--- config.mk ---
export PLATFORM = sky130hd
export DESIGN_NAME = line_fetch_scheduler_flat
export DESIGN_NICKNAME = d
export VERILOG_FILES = /design/src/rtl/line_fetch_scheduler_if.sv /design/src/rtl/line_fetch_scheduler.sv /design/src/flat_wrapper.sv
export SDC_FILE = /design/constraint.sdc
export NUM_CORES = 1
export LEC_CHECK = 0
export CORE_ASPECT_RATIO = 1.75
export CORE_MARGIN = 2
export CORE_UTILIZATION = 34
export DETAILED_ROUTE_END_ITERATION = 16
export PLACE_DENSITY_LB_ADDON = 0.2
export SYNTH_ARGS = -nofsm -noshare
export SYNTH_HDL_FRONTEND = slang
export SYNTH_SLANG_ARGS = --single-unit
--- constraint.sdc ---
create_clock -name clk -period 4.65 [get_ports clk]
set_input_delay 0.93 -clock clk [delete_from_list [all_inputs] [get_ports clk]]
set_output_delay 0.93 -clock clk [all_outputs]
set_load 0.03 [all_outputs]
--- src/rtl/line_fetch_scheduler_if.sv ---
// Line-fetch handshake between the scheduler and the memory reader.
interface line_fetch_scheduler_if #(
  parameter int unsigned ADDR_W = 19
);
  logic              fetch_req;
  logic [ADDR_W-1:0] fetch_addr;
  logic [9:0]        fetch_line;
  logic              fetch_bank;
  logic              fetch_ack;
  logic              fetch_done;

  modport master (
    output fetch_req, fetch_addr, fetch_line, fetch_bank,
    input  fetch_ack, fetch_done
  );

  modport slave (
    input  fetch_req, fetch_addr, fetch_line, fetch_bank,
    output fetch_ack, fetch_done
  );
endinterface

--- src/rtl/line_fetch_scheduler.sv ---
// Schedules one line-buffer fetch two lines ahead of the display and tracks
// which of the two line banks holds a ready line.
module line_fetch_scheduler #(
  parameter int unsigned H_ACTIVE  = 640,
  parameter int unsigned V_ACTIVE  = 480,
  parameter int unsigned V_TOTAL   = 525,
  parameter int unsigned ADDR_W    = 19,
  parameter int unsigned BASE_ADDR = 0
) (
  input  logic                          clk,
  input  logic                          reset,
  input  logic                          enable,
  input  logic                          clear_status,
  input  logic [9:0]                    y,
  input  logic                          end_of_line,
  input  logic                          start_of_frame,
  input  logic                          vde,
  line_fetch_scheduler_if.master        fbus,
  output logic                          rd_bank,
  output logic                          line_valid,
  output logic                          underflow,
  output logic                          overrun,
  output logic [15:0]                   frame_count,
  output logic                          busy
);

  localparam logic [1:0] S_IDLE = 2'd0;
  localparam logic [1:0] S_REQ  = 2'd1;
  localparam logic [1:0] S_WAIT = 2'd2;

  logic [1:0]        state_q, state_d;
  logic              fetch_req_q, fetch_req_d;
  logic [ADDR_W-1:0] fetch_addr_q, fetch_addr_d;
  logic [9:0]        fetch_line_q, fetch_line_d;
  logic              fetch_bank_q, fetch_bank_d;
  logic [1:0]        ready_q, ready_d;
  logic              armed_q, armed_d;
  logic              underflow_q, underflow_d;
  logic              overrun_q, overrun_d;
  logic [15:0]       frame_count_q, frame_count_d;
  logic              busy_q, busy_d;

  logic [10:0] y_p1, y_p2, target;
  logic        trig_valid, done_acc, latch, set_ov, set_uf;

  // Target line two ahead of the display, wrapped at the frame height.
  always_comb begin
    y_p1       = 11'(y) + 11'd1;
    y_p2       = 11'(y) + 11'd2;
    target     = (y_p2 >= 11'(V_TOTAL)) ? (y_p2 - 11'(V_TOTAL)) : y_p2;
    trig_valid = end_of_line && enable && (target < 11'(V_ACTIVE));
    done_acc   = (state_q == S_WAIT) && fbus.fetch_done;
  end

  always_comb begin
    state_d       = state_q;
    fetch_addr_d  = fetch_addr_q;
    fetch_line_d  = fetch_line_q;
    fetch_bank_d  = fetch_bank_q;
    ready_d       = ready_q;
    armed_d       = armed_q;
    frame_count_d = frame_count_q;
    latch         = 1'b0;
    set_ov        = 1'b0;
    set_uf        = 1'b0;

    case (state_q)
      S_IDLE: begin
        if (trig_valid) begin
          latch   = 1'b1;
          state_d = S_REQ;
        end
      end
      S_REQ: begin
        if (fbus.fetch_ack) state_d = S_WAIT;
        if (trig_valid) set_ov = 1'b1;
      end
      S_WAIT: begin
        // A trigger landing on the completion cycle chains straight into the next fetch.
        if (fbus.fetch_done) begin
          if (trig_valid) begin
            latch   = 1'b1;
            state_d = S_REQ;
          end else begin
            state_d = S_IDLE;
          end
        end else if (trig_valid) begin
          set_ov = 1'b1;
        end
      end
      default: state_d = S_IDLE;
    endcase

    if (latch) begin
      fetch_line_d = 10'(target);
      fetch_bank_d = target[0];
      fetch_addr_d = ADDR_W'(64'(BASE_ADDR) + 64'(target) * 64'(H_ACTIVE));
    end

    // Display consumes a bank at end of line; a completing fetch refills it and wins.
    if (end_of_line && (11'(y) < 11'(V_ACTIVE))) ready_d[y[0]] = 1'b0;
    if (done_acc) ready_d[fetch_bank_q] = 1'b1;

    if (done_acc && (fetch_line_q == 10'd0)) armed_d = 1'b1;
    else if (!enable && (state_q == S_IDLE)) armed_d = 1'b0;

    set_uf = end_of_line && armed_q && (y_p1 < 11'(V_ACTIVE)) && !ready_q[y_p1[0]];

    underflow_d = set_uf || (underflow_q && !clear_status);
    overrun_d   = set_ov || (overrun_q && !clear_status);

    if (start_of_frame && enable) frame_count_d = frame_count_q + 16'd1;

    fetch_req_d = (state_d == S_REQ);
    busy_d      = (state_d != S_IDLE);
  end

  always_ff @(posedge clk) begin
    if (reset) begin
      state_q       <= S_IDLE;
      fetch_req_q   <= 1'b0;
      fetch_addr_q  <= '0;
      fetch_line_q  <= '0;
      fetch_bank_q  <= 1'b0;
      ready_q       <= '0;
      armed_q       <= 1'b0;
      underflow_q   <= 1'b0;
      overrun_q     <= 1'b0;
      frame_count_q <= '0;
      busy_q        <= 1'b0;
    end else begin
      state_q       <= state_d;
      fetch_req_q   <= fetch_req_d;
      fetch_addr_q  <= fetch_addr_d;
      fetch_line_q  <= fetch_line_d;
      fetch_bank_q  <= fetch_bank_d;
      ready_q       <= ready_d;
      armed_q       <= armed_d;
      underflow_q   <= underflow_d;
      overrun_q     <= overrun_d;
      frame_count_q <= frame_count_d;
      busy_q        <= busy_d;
    end
  end

  assign fbus.fetch_req  = fetch_req_q;
  assign fbus.fetch_addr = fetch_addr_q;
  assign fbus.fetch_line = fetch_line_q;
  assign fbus.fetch_bank = fetch_bank_q;
  assign rd_bank         = y[0];
  assign line_valid      = vde && ready_q[y[0]];
  assign underflow       = underflow_q;
  assign overrun         = overrun_q;
  assign frame_count     = frame_count_q;
  assign busy            = busy_q;

endmodule
--- src/flat_wrapper.sv ---
// flat-port wrapper written by rule: the top's interface ports become plain ports
module line_fetch_scheduler_flat 
#(
  parameter int unsigned H_ACTIVE  = 640,
  parameter int unsigned V_ACTIVE  = 480,
  parameter int unsigned V_TOTAL   = 525,
  parameter int unsigned ADDR_W    = 19,
  parameter int unsigned BASE_ADDR = 0
)
  (clk, reset, enable, clear_status, y, end_of_line, start_of_frame, vde, rd_bank, line_valid, underflow, overrun, frame_count, busy, fbus_fetch_req, fbus_fetch_addr, fbus_fetch_line, fbus_fetch_bank, fbus_fetch_ack, fbus_fetch_done);
  line_fetch_scheduler_if #(.ADDR_W(ADDR_W)) fbus_i ();
  input  logic clk;
  input  logic reset;
  input  logic enable;
  input  logic clear_status;
  input  logic [9:0] y;
  input  logic end_of_line;
  input  logic start_of_frame;
  input  logic vde;
  output logic rd_bank;
  output logic line_valid;
  output logic underflow;
  output logic overrun;
  output logic [15:0] frame_count;
  output logic busy;
  output wire logic [$bits(fbus_i.fetch_req)-1:0] fbus_fetch_req;
  output wire logic [$bits(fbus_i.fetch_addr)-1:0] fbus_fetch_addr;
  output wire logic [$bits(fbus_i.fetch_line)-1:0] fbus_fetch_line;
  output wire logic [$bits(fbus_i.fetch_bank)-1:0] fbus_fetch_bank;
  input wire logic [$bits(fbus_i.fetch_ack)-1:0] fbus_fetch_ack;
  input wire logic [$bits(fbus_i.fetch_done)-1:0] fbus_fetch_done;
  assign fbus_fetch_req = fbus_i.fetch_req;
  assign fbus_fetch_addr = fbus_i.fetch_addr;
  assign fbus_fetch_line = fbus_i.fetch_line;
  assign fbus_fetch_bank = fbus_i.fetch_bank;
  assign fbus_i.fetch_ack = fbus_fetch_ack;
  assign fbus_i.fetch_done = fbus_fetch_done;
  line_fetch_scheduler #(.H_ACTIVE(H_ACTIVE), .V_ACTIVE(V_ACTIVE), .V_TOTAL(V_TOTAL), .ADDR_W(ADDR_W), .BASE_ADDR(BASE_ADDR)) u_core (.clk(clk), .reset(reset), .enable(enable), .clear_status(clear_status), .y(y), .end_of_line(end_of_line), .start_of_frame(start_of_frame), .vde(vde), .fbus(fbus_i), .rd_bank(rd_bank), .line_valid(line_valid), .underflow(underflow), .overrun(overrun), .frame_count(frame_count), .busy(busy));
endmodule
==> flow_metrics.tcl <==
set metrics [dict create \
    synth_common_cells "dfxtp_1 (45), a21oi_1 (41), nor2_1 (31)" \
    finalWorstSetupSlack_ps 209 \
    syn_to_final_growth_pct 45.1 \
    drt_drc_violations_left 0 \
    synthFlopType "dfxtp_1" \
    grtUsageTotal_pct 18.2 \
    async_flop_share_pct 0 \
    intPower_w 0.000903 \
    postPlaceCellArea_mm2 0.00435 \
    fillers 925 \
    cp_max_fo 4 \
    grt_pass1_wl_um 15000 \
    dp_slack_ps -516 \
    core_mm2 0.00909 \
    ys_types 55 \
    synth.area.top_cells "dfxtp_1 (28%), ha_1 (11%), a21oi_1 (6.4%)" \
    drt_first_pass_iters 4 \
    synthAdderAreaFrac_pct 11.2 \
    cts_sinks 45 \
    synth_compound_area_share_pct 18.8 \
    p_leak_nw 1.83 \
    clkPwrFrac_pct 30.8 \
    dp.final_hpwl_um 7230 \
    max_freq_ghz 0.225 \
    io_pins 71 \
    die_h_um 132 \
    pwr-share-seq_pct 31.6 \
    synth_xor_area_share_pct 10.5 \
    gp_congestion 0.891 \
    ys_seq_area_share_pct 28.3 \
    rows 46 \
    period_share_pct 95.5 \
    grt_max_degree 26 \
    yosysMostFrequentCell "dfxtp_1" \
    dpl.cell_count 617 \
    grt-ovfl-total 0 \
    root_buffer "clkbuf_16" \
    yosysTopAreaCellShare_pct 28.3 \
    maxSlewViolCount 0 \
    cts_inserted_buffers 5 \
    yosysWarnings 0 \
    pwr-share-comb_pct 37.6 \
    tightestPinTransition_ps 696 \
    hold-path-endpoint "u_core.underflow" \
    power.density_mw_per_mm2 288 \
    hold_path.startpoint "u_core.underflow" \
    holdCritPathClass "flip-flop to flip-flop" \
    antenna_found_initial 0 \
    synth-simple-area-share_pct 22.1 \
    drt-vias-per-instance 5.07 \
    grt_pass1_vias 3210 \
    ir_drop_mv 0.313 \
    cp.required_ps 4850 \
    regToRegStartpoint "u_core.frame_count[3]" \
    dieArea_mm2 0.0102 \
    slew_headroom_pct 53.5 \
    status "finished clean" \
    hold_depth 2 \
    port_buffers 63 \
    worstReg2RegEnd "u_core.frame_count[15]" \
    wl_per_cell_um 14.7 \
    clock_latency_ps 290 \
    start_util_pct 35.0 \
    fp.dieW_um 77.2 \
    syn_area_per_cell_um2 8.10 \
    ant_nets 0 \
    crit_type "input port to flip-flop" \
    syn_area_mm2 0.00318 \
    end_kind "flip-flop" \
    clock_path_buffers 2 \
    fin_util_pct 50.8 \
    nets 559 \
    yosys.area.top_type "dfxtp_1" \
    antennaDiodeCount 0 \
    final-hold-violation-count 0 \
    drive_above_1_share_pct 21.6 \
    setup_viol 0 \
    design_area_mm2 0.00462 \
    start_kind "input port" \
    synth.area.mux_share_pct 1.26 \
    synth-edff-count 0 \
    reg2reg_depth 8 \
    p_sw_share_pct 32.1 \
    p_sw_w 0.000427 \
    synth_seq_cells 45 \
    htree_num_levels 2 \
    synth_cells 393 \
    finalPower_w 0.00133 \
    drt_iter0_markers 71 \
    synth_top_family_by_area "simple AND/OR/NAND/NOR gates" \
    fin_crit_ps 4440 \
    finalWirelength_um 9290 \
    cap_violations 0 \
    critPathArrivalTime_ps 4640 \
    regToRegSetupSlack_ps 2700 \
    dr_total_vias 3212 \
    clk_pin_slew_worst_paths_ps 70 \
    tritoncts "built" \
    finalClockSkew_ps 6.74 \
    stdcell_count 633 \
]
worst max-delay path by stage:
stage                     startpoint                         end  slack, ps
after floorplan                 y[1]  u_core.fbus.fetch_addr[18]          8
after global placement          y[1]  u_core.fbus.fetch_addr[18]       -470
after detailed placement        y[1]  u_core.fbus.fetch_addr[18]       -520
after CTS                       y[2]  u_core.fbus.fetch_addr[18]          5
after global routing            y[1]  u_core.fbus.fetch_addr[17]        -10
final                           y[1]  u_core.fbus.fetch_addr[18]        210
cells by family (layout without fill, tap and decap cells):
kind of cell | count (synthesis) | after routing
simple gates | 135 | 135
compound gates | 97 | 97
buf+inv | 47 | 161
flops | 45 | 45
xor+xnor | 36 | 36
fa+ha+maj | 28 | 28
mux | 4 | 4
other cells | 1 | 7
routing by layer:
| metal | part of all wire [%] | track usage, % | wire length [µm] | vias to the layer above |
|---|---|---|---|---|
| met5 | 0 | 0 | 0 | - |
| met4 | 4.7 | 11.4 | 438 | 0 |
| met3 | 4.0 | 3.56 | 368 | 23 |
| met2 | 54 | 34.0 | 5040 | 84 |
| met1 | 37 | 17.9 | 3450 | 1490 |
| li1 | - | - | - | 1615 |
flip-flops by register name, indices dropped and copies added, names as in the netlist, 2 cells and up:
signal and cells:
u_core.fbus.fetch_line 10, u_core.frame_count 16, u_core.ready_q 2, u_core.state_q 2
u_core.fbus.fetch_addr 10
stage by stage:
stage               TNS (ps)  hold slack (ps)
floorplan                  0              453
global placement       -2320              462
detailed placement     -2580              475
CTS                        0              485
global route           -13.1              501
finish                     0              476
power groups by stage:
stage	logic (W)	registers (W)	clock network, W
after global routing	0.000544	0.000422	0.000438
after detailed placement	0.000477	0.000429	0
after CTS	0.000491	0.000420	0.000423
after global placement	0.000475	0.000428	0
final	0.000500	0.000420	0.000410
after floorplan	0.000250	0.000463	0
critical path, stage by stage:
cell      delay [ps]
buf_2            130
buf_6            130
ha_2             180
a21oi_2          190
nor2_2            60
or4_4            530
o31ai_4          270
or2_4            200
mux2i_4          220
ha_1             250
ha_2             200
fa_2             340
a21o_1           200
a21oi_2          150
o21bai_1         100
a21oi_2          180
o21ai_2           70
xnor2_1          120
a311oi_1         200
area by class of cell:
| class | count | area, µm² | share of cell area (%) |
|---|---|---|---|
| multi-input combinational | 307 | 2140 | 46.3 |
| timing repair buffer | 139 | 1210 | 26.1 |
| sequential | 45 | 901 | 19.5 |
| tap | 120 | 150 | 3.25 |
| clock buffer | 5 | 125 | 2.71 |
| inverter | 14 | 52.6 | 1.14 |
| clock inverter | 3 | 46.3 | 1.00 |
timing repair:
action                                  4_1_cts  5_1_grt
pin swaps                                    18       13
setup buffers                                 5        3
gates resized for setup                      23       13
hold buffers                                  0        0
endpoints found under the setup margin        5        4
cells in the final DEF (no fill, tap or decap), types with 3 or more instances in the layout:
master / synthesis / final
a21o_1: 3 / 3
a21oi_1: 41 / 37
a21oi_2: 0 / 4
and2_1: 5 / 5
and3_1: 3 / 3
buf_4: 13 / 71
buf_6: 2 / 3
clkbuf_16: 0 / 5
clkbuf_2: 0 / 3
clkdlybuf4s50_1: 0 / 54
conb_1: 1 / 7
dfxtp_1: 45 / 45
dlygate4sd2_1: 0 / 4
ha_1: 27 / 24
inv_1: 14 / 14
mux2i_1: 4 / 3
nand2_1: 16 / 16
nand3_1: 27 / 27
nand4_1: 5 / 5
nor2_1: 31 / 30
nor2b_1: 4 / 4
nor3_1: 17 / 17
nor4_1: 6 / 5
o2111ai_1: 4 / 4
o21ai_0: 10 / 9
o21ai_1: 17 / 17
o21bai_1: 3 / 3
or3_1: 5 / 5
xnor2_1: 21 / 21
xor2_1: 14 / 14
Note: power is estimated with default switching activity, not from simulation.
